--- src/rtl/uart_pkg.sv ---
// uart_pkg: state encodings, data width and default oversampling shared by the UART receiver and transmitter.
// The PARITY state exists only when UART_RX_PARITY_EN is defined.
package uart_pkg;
  localparam int DATA_W  = 8;
  localparam int OVS_DEF = 16;
  typedef enum logic [2:0] {
    IDLE  = 3'd0,
    START = 3'd1,
    DATA  = 3'd2,
    STOP  = 3'd3
`ifdef UART_RX_PARITY_EN
    ,
    PARITY = 3'd4
`endif
  } state_t;
endpackage

--- src/rtl/uart_sync2.sv ---
// uart_sync2: two-flop synchronizer for the idle-high serial line.
module uart_sync2 (
  input  logic clk,
  input  logic n_rst,
  input  logic d,
  output logic q
);
  logic meta;
  always_ff @(posedge clk or negedge n_rst)
    if (!n_rst) {q, meta} <= 2'b11;
    else        {q, meta} <= {meta, d};
endmodule

--- src/rtl/uart_rx.sv ---
// uart_rx: 8-bit UART receiver, OVS rxen ticks per bit, LSB first.
// Define UART_RX_PARITY_EN for an even-parity bit and the parity_err port.
module uart_rx
  import uart_pkg::*;
#(
  parameter int OVS = OVS_DEF
) (
  input  logic              clk,
  input  logic              n_rst,
  input  logic              rxd,
  input  logic              rxen,
  output logic [DATA_W-1:0] rx_data,
  output logic              rx_valid,
  output logic              frame_err
`ifdef UART_RX_PARITY_EN
  ,
  output logic              parity_err
`endif
);
  logic              rxd_s;
  state_t            state, state_n;
  logic [3:0]        tcnt, tcnt_n;
  logic [2:0]        bcnt, bcnt_n;
  logic [DATA_W-1:0] shift, shift_n;
  logic              bit_end, mid, done;

  uart_sync2 u_sync (.clk(clk), .n_rst(n_rst), .d(rxd), .q(rxd_s));

  assign bit_end = rxen && tcnt == 4'(OVS - 1);
  assign mid     = rxen && tcnt == 4'(OVS / 2 - 1);

  always_comb begin
    state_n = state;
    tcnt_n  = rxen ? tcnt + 4'd1 : tcnt;
    bcnt_n  = bcnt;
    shift_n = shift;
    done    = 1'b0;
    case (state)
      IDLE: begin
        tcnt_n  = '0;
        state_n = (rxen && !rxd_s) ? START : IDLE;
      end
      START: if (mid) begin
        tcnt_n  = '0;
        bcnt_n  = '0;
        state_n = rxd_s ? IDLE : DATA;
      end
      DATA: if (bit_end) begin
        tcnt_n  = '0;
        shift_n = {rxd_s, shift[DATA_W-1:1]};
        bcnt_n  = bcnt + 3'd1;
`ifdef UART_RX_PARITY_EN
        state_n = (bcnt == 3'd7) ? PARITY : DATA;
`else
        state_n = (bcnt == 3'd7) ? STOP : DATA;
`endif
      end
`ifdef UART_RX_PARITY_EN
      PARITY: if (bit_end) begin
        tcnt_n  = '0;
        state_n = STOP;
      end
`endif
      STOP: if (bit_end) begin
        tcnt_n  = '0;
        done    = 1'b1;
        state_n = IDLE;
      end
      default: begin
        tcnt_n  = '0;
        state_n = IDLE;
      end
    endcase
  end

  always_ff @(posedge clk or negedge n_rst)
    if (!n_rst) begin
      state     <= IDLE;
      tcnt      <= '0;
      bcnt      <= '0;
      shift     <= '0;
      rx_data   <= '0;
      rx_valid  <= 1'b0;
      frame_err <= 1'b0;
    end else begin
      state    <= state_n;
      tcnt     <= tcnt_n;
      bcnt     <= bcnt_n;
      shift    <= shift_n;
      rx_valid <= done;
      if (done) begin
        rx_data   <= shift;
        frame_err <= ~rxd_s;
      end
    end

`ifdef UART_RX_PARITY_EN
  // Mismatch is latched at the parity sample and published with the stop bit.
  logic perr;
  always_ff @(posedge clk or negedge n_rst)
    if (!n_rst) begin
      perr       <= 1'b0;
      parity_err <= 1'b0;
    end else begin
      if (state == PARITY && bit_end) perr <= ^{shift, rxd_s};
      if (done) parity_err <= perr;
    end
`endif
endmodule

--- config.mk ---
export PLATFORM = sky130hd
export DESIGN_NAME = uart_rx
export DESIGN_NICKNAME = d
export VERILOG_FILES = /design/src/rtl/uart_pkg.sv /design/src/rtl/uart_sync2.sv /design/src/rtl/uart_rx.sv
export SDC_FILE = /design/constraint.sdc
export NUM_CORES = 1
export LEC_CHECK = 0
export CAP_MARGIN = 20
export CORE_ASPECT_RATIO = 1.5
export CORE_MARGIN = 2
export CORE_UTILIZATION = 45
export DETAILED_ROUTE_END_ITERATION = 10
export MAX_ROUTING_LAYER = met4
export PLACE_DENSITY = 0.66
export SLEW_MARGIN = 20
export SYNTH_ARGS = -nofsm -noshare
export SYNTH_HDL_FRONTEND = slang
export SYNTH_SLANG_ARGS = --single-unit
--- constraint.sdc ---
create_clock -name clk -period 4.85 [get_ports clk]
set_input_delay 0.7275 -clock clk [delete_from_list [all_inputs] [get_ports clk]]
set_output_delay 0.7275 -clock clk [all_outputs]
set_load 0.005 [all_outputs]
==> metrics.md <==
| Metric | Value |
|---|---|
| Hold_buf cts | 0 |
| Number of global-route vias before repair | 753 |
| CTS HTree Levels | 2 |
| Die X | 46.75 um |
| Post-route ant nets | 0 |
| RD Place Congestion | 0.7779 |
| Post-synthesis cell type count | 27 |
| Worst Skew | 6.339 ps |
| Largest net degree at the start of global routing | 30 |
| Seq cells post-synth | 29 |
| EDFF count, synth | 0 |
| Max Cap Viol | 0 |
| WS Path Type | in -> reg |
| Final #Nets | 118 |
| Per-cell routed wire length | 13.23 um |
| Rel. slew slack | 0.6515 |
| Layout cells sized above 1 | 0.2321 |
| Gr usage total | 0.1620 |
| TritonCTS clock tree | built |
| PostCTS Resize Cnt | 0 |
| RSZ-0062 raised after global routing | false |
| Initial antenna violation count | 0 |
| R2R Setup Slk | 2990 ps |
| Maximum VDD drop | 0.0002158 V |
| Top post-synthesis cells by area | dfrtp_1 55%, mux2_2 13%, dfstp_2 4.3%, ha_1 3.0%, a221oi_1 2.1% |
| End of the worst hold path | u_sync.q$_DFF_PN1_ |
| Setup Fix Bufs, Post-CTS | 0 |
| Fin Setup TNS | 0 ps |
| Syn nets | 100 |
| Pleak | 0.6978 nW |
| Crit end category | flop |
| Final worst-path cycle share | 0.4898 |
| Core ar. | 2648 um2 |
| ANT cells | 0 |
| Worst reg2reg path depth | 4 |
| Worst EP required | 5000 ps |
| Placed Area | 1398 um2 |
| Pins Over Slew Limit | 0 |
| Reg2reg start | tcnt[0]$_DFF_PN0_ |
| Synthesis-to-finish area growth | 20.59% |
| IO Pins | 14 |
| Worst path arrival time | 2530 ps |
| Rows | 23 |
| Hold Path Class | reg -> reg |
| Synth top area share | 0.5477 |
| Worst min-delay path startpoint | u_sync.meta$_DFF_PN1_ |
| Worst slew pin tran | 521.0 ps |
| Crit start category | input port |
| Seq/Total Area, Yosys | 0.5903 |
| Status | finished clean |
| Gate Count Post-Synth | 93 |
| Routed WL | 1.971 mm |
| Worst Hold Depth | 0 |
| Clock buffer depth | 2 |
| # setup viols final | 0 |
| Worst-path maximum fanout | 11 |
| Post-synth top flop | dfrtp_1 |
| Die Span Y | 68.13 um |
| Die Footprint | 3185 um2 |
| Initial Util | 0.4660 |
| End of the worst register-to-register path | shift[5]$_DFFE_PN0P_ |
| DP HPWL | 1.342 mm |
| Starting DRT DRC Count | 21 |
| FMAX | 0.4210 GHz |
| Total global routing overflow | 0 |
| Mean Syn Cell Area | 13.27 um2 |
| Fin. Hold Viols | 0 |
| Remaining DRCs | 0 |
| First-pass GRT wire length | 3.408 mm |
| # port buffers | 13 |
| DR vias/cell | 5.007 |
| CTS Buf Count | 5 |
| Clock slew seen by the registers of the worst setup and hold paths | 50 ps |
| Worst-Skew Late Latency | 270 ps |
| Netlist Area Pre-Place | 1234 um2 |
| Cell area power density | 391.7 nW/um2 |
| Via count | 746 |
| Filler cells | 245 |
| Drt first pass iters | 2 |
| Tmin final | 2375 ps |
| Design Area, Final | 1488 um2 |
| Asr flop ratio synth | 1.000 |
| Root Driver | clkbuf_8 |
| Sink Count | 29 |
| Post-synth top area cell | dfrtp_1 |
| Synthesis Warnings | 0 |
==> synth_stat cells (2+ instances only) <==
| library cell | instances |
|---|---|
| inv_1 | 3 |
| dfstp_2 | 2 |
| xnor2_1 | 2 |
| nand4_1 | 2 |
| o21ai_0 | 4 |
| mux2_2 | 14 |
| nor2_1 | 6 |
| ha_1 | 3 |
| buf_4 | 2 |
| and3_1 | 2 |
| a21oi_1 | 3 |
| dfrtp_1 | 27 |
| mux2i_1 | 2 |
| nor2b_1 | 3 |
| xor2_1 | 2 |
| mux2_1 | 2 |
| nand2_1 | 2 |
| a221oi_1 | 3 |
==> worst max-delay path, cell delays in order <==
cell	delay, ps
clkdlybuf4s50_1	640
and3_1	300
and3_1	470
mux2_2	390
==> stage by stage <==
stage / total power [mW] / util / hold WS (ps) / worst slack [ps] / std cells
after CTS: 0.5912 / 0.5619 / 358.2 / 2477 / 149
after floorplan: 0.3658 / - / 345.2 / 2990 / 93
final: 0.5828 / 0.5619 / 355.2 / 2475 / 149
after global routing: 0.6190 / 0.5619 / 359.0 / 2396 / 149
after detailed placement: 0.3895 / 0.5279 / 348.2 / 2186 / 141
after global placement: 0.3860 / 0.5279 / 350.1 / 2245 / 141
==> power by group <==
group          switching (mW)  internal, mW
logic                  0.0497        0.0381
clock network          0.0823         0.115
registers              0.0314         0.266
==> kinds of logic after synthesis <==
logic type	count (synthesis)	share of synthesized area
DFF	29	0.5903
muxes	18	0.1623
and+or+nand+nor	18	0.08723
AOI/OAI and AO/OA	14	0.07303
buffers and inverters	7	0.02839
xor gates and xnor gates	4	0.02840
adders and majority gates	3	0.03043
==> layout make-up <==
class                      instances  area [um2]  area share
tap                               37       46.29     0.03112
sequential                        29       728.2      0.4895
clock buffer                       8       90.09     0.06055
multi-input combinational         57       470.5      0.3162
timing repair buffer              14       137.6     0.09251
inverter                           4       15.01     0.01009
==> worst max-delay path by stage <==
stage	startpoint	endpoint
floorplan	rxen	shift[0]$_DFFE_PN0P_
global placement	rxen	shift[1]$_DFFE_PN0P_
detailed placement	rxen	shift[5]$_DFFE_PN0P_
CTS	rxen	shift[5]$_DFFE_PN0P_
global route	rxen	shift[5]$_DFFE_PN0P_
finish	rxen	shift[5]$_DFFE_PN0P_
==> cells in the final DEF, fill, tap and decap left out, types with 3 or more instances in the layout <==
cell type        instances
a21oi_1                  3
a221oi_1                 3
mux2_2                  14
ha_1                     3
clkdlybuf4s50_1         13
nor2_1                   6
o21ai_0                  4
clkbuf_8                 6
inv_1                    3
nor2b_1                  3
dfrtp_1                 27
==> sequential cells by signal, summed over array words and instances, names as in the netlist <==
register     flops
tcnt             4
frame_err        1
u_sync.meta      1
shift            8
rx_valid         1
rx_data          8
u_sync.q         1
bcnt             3
state            2
==> per-layer routing <==
layer / vias up / track usage / routed length, um
met2: 12 / 0.2292 / 982
met1: 363 / 0.1990 / 866
met4: 0 / 0.09375 / 36
li1: 367 / - / -
met5: - / - / 0
met3: 4 / 0.05541 / 84
Power figures use the tool's default switching activity.
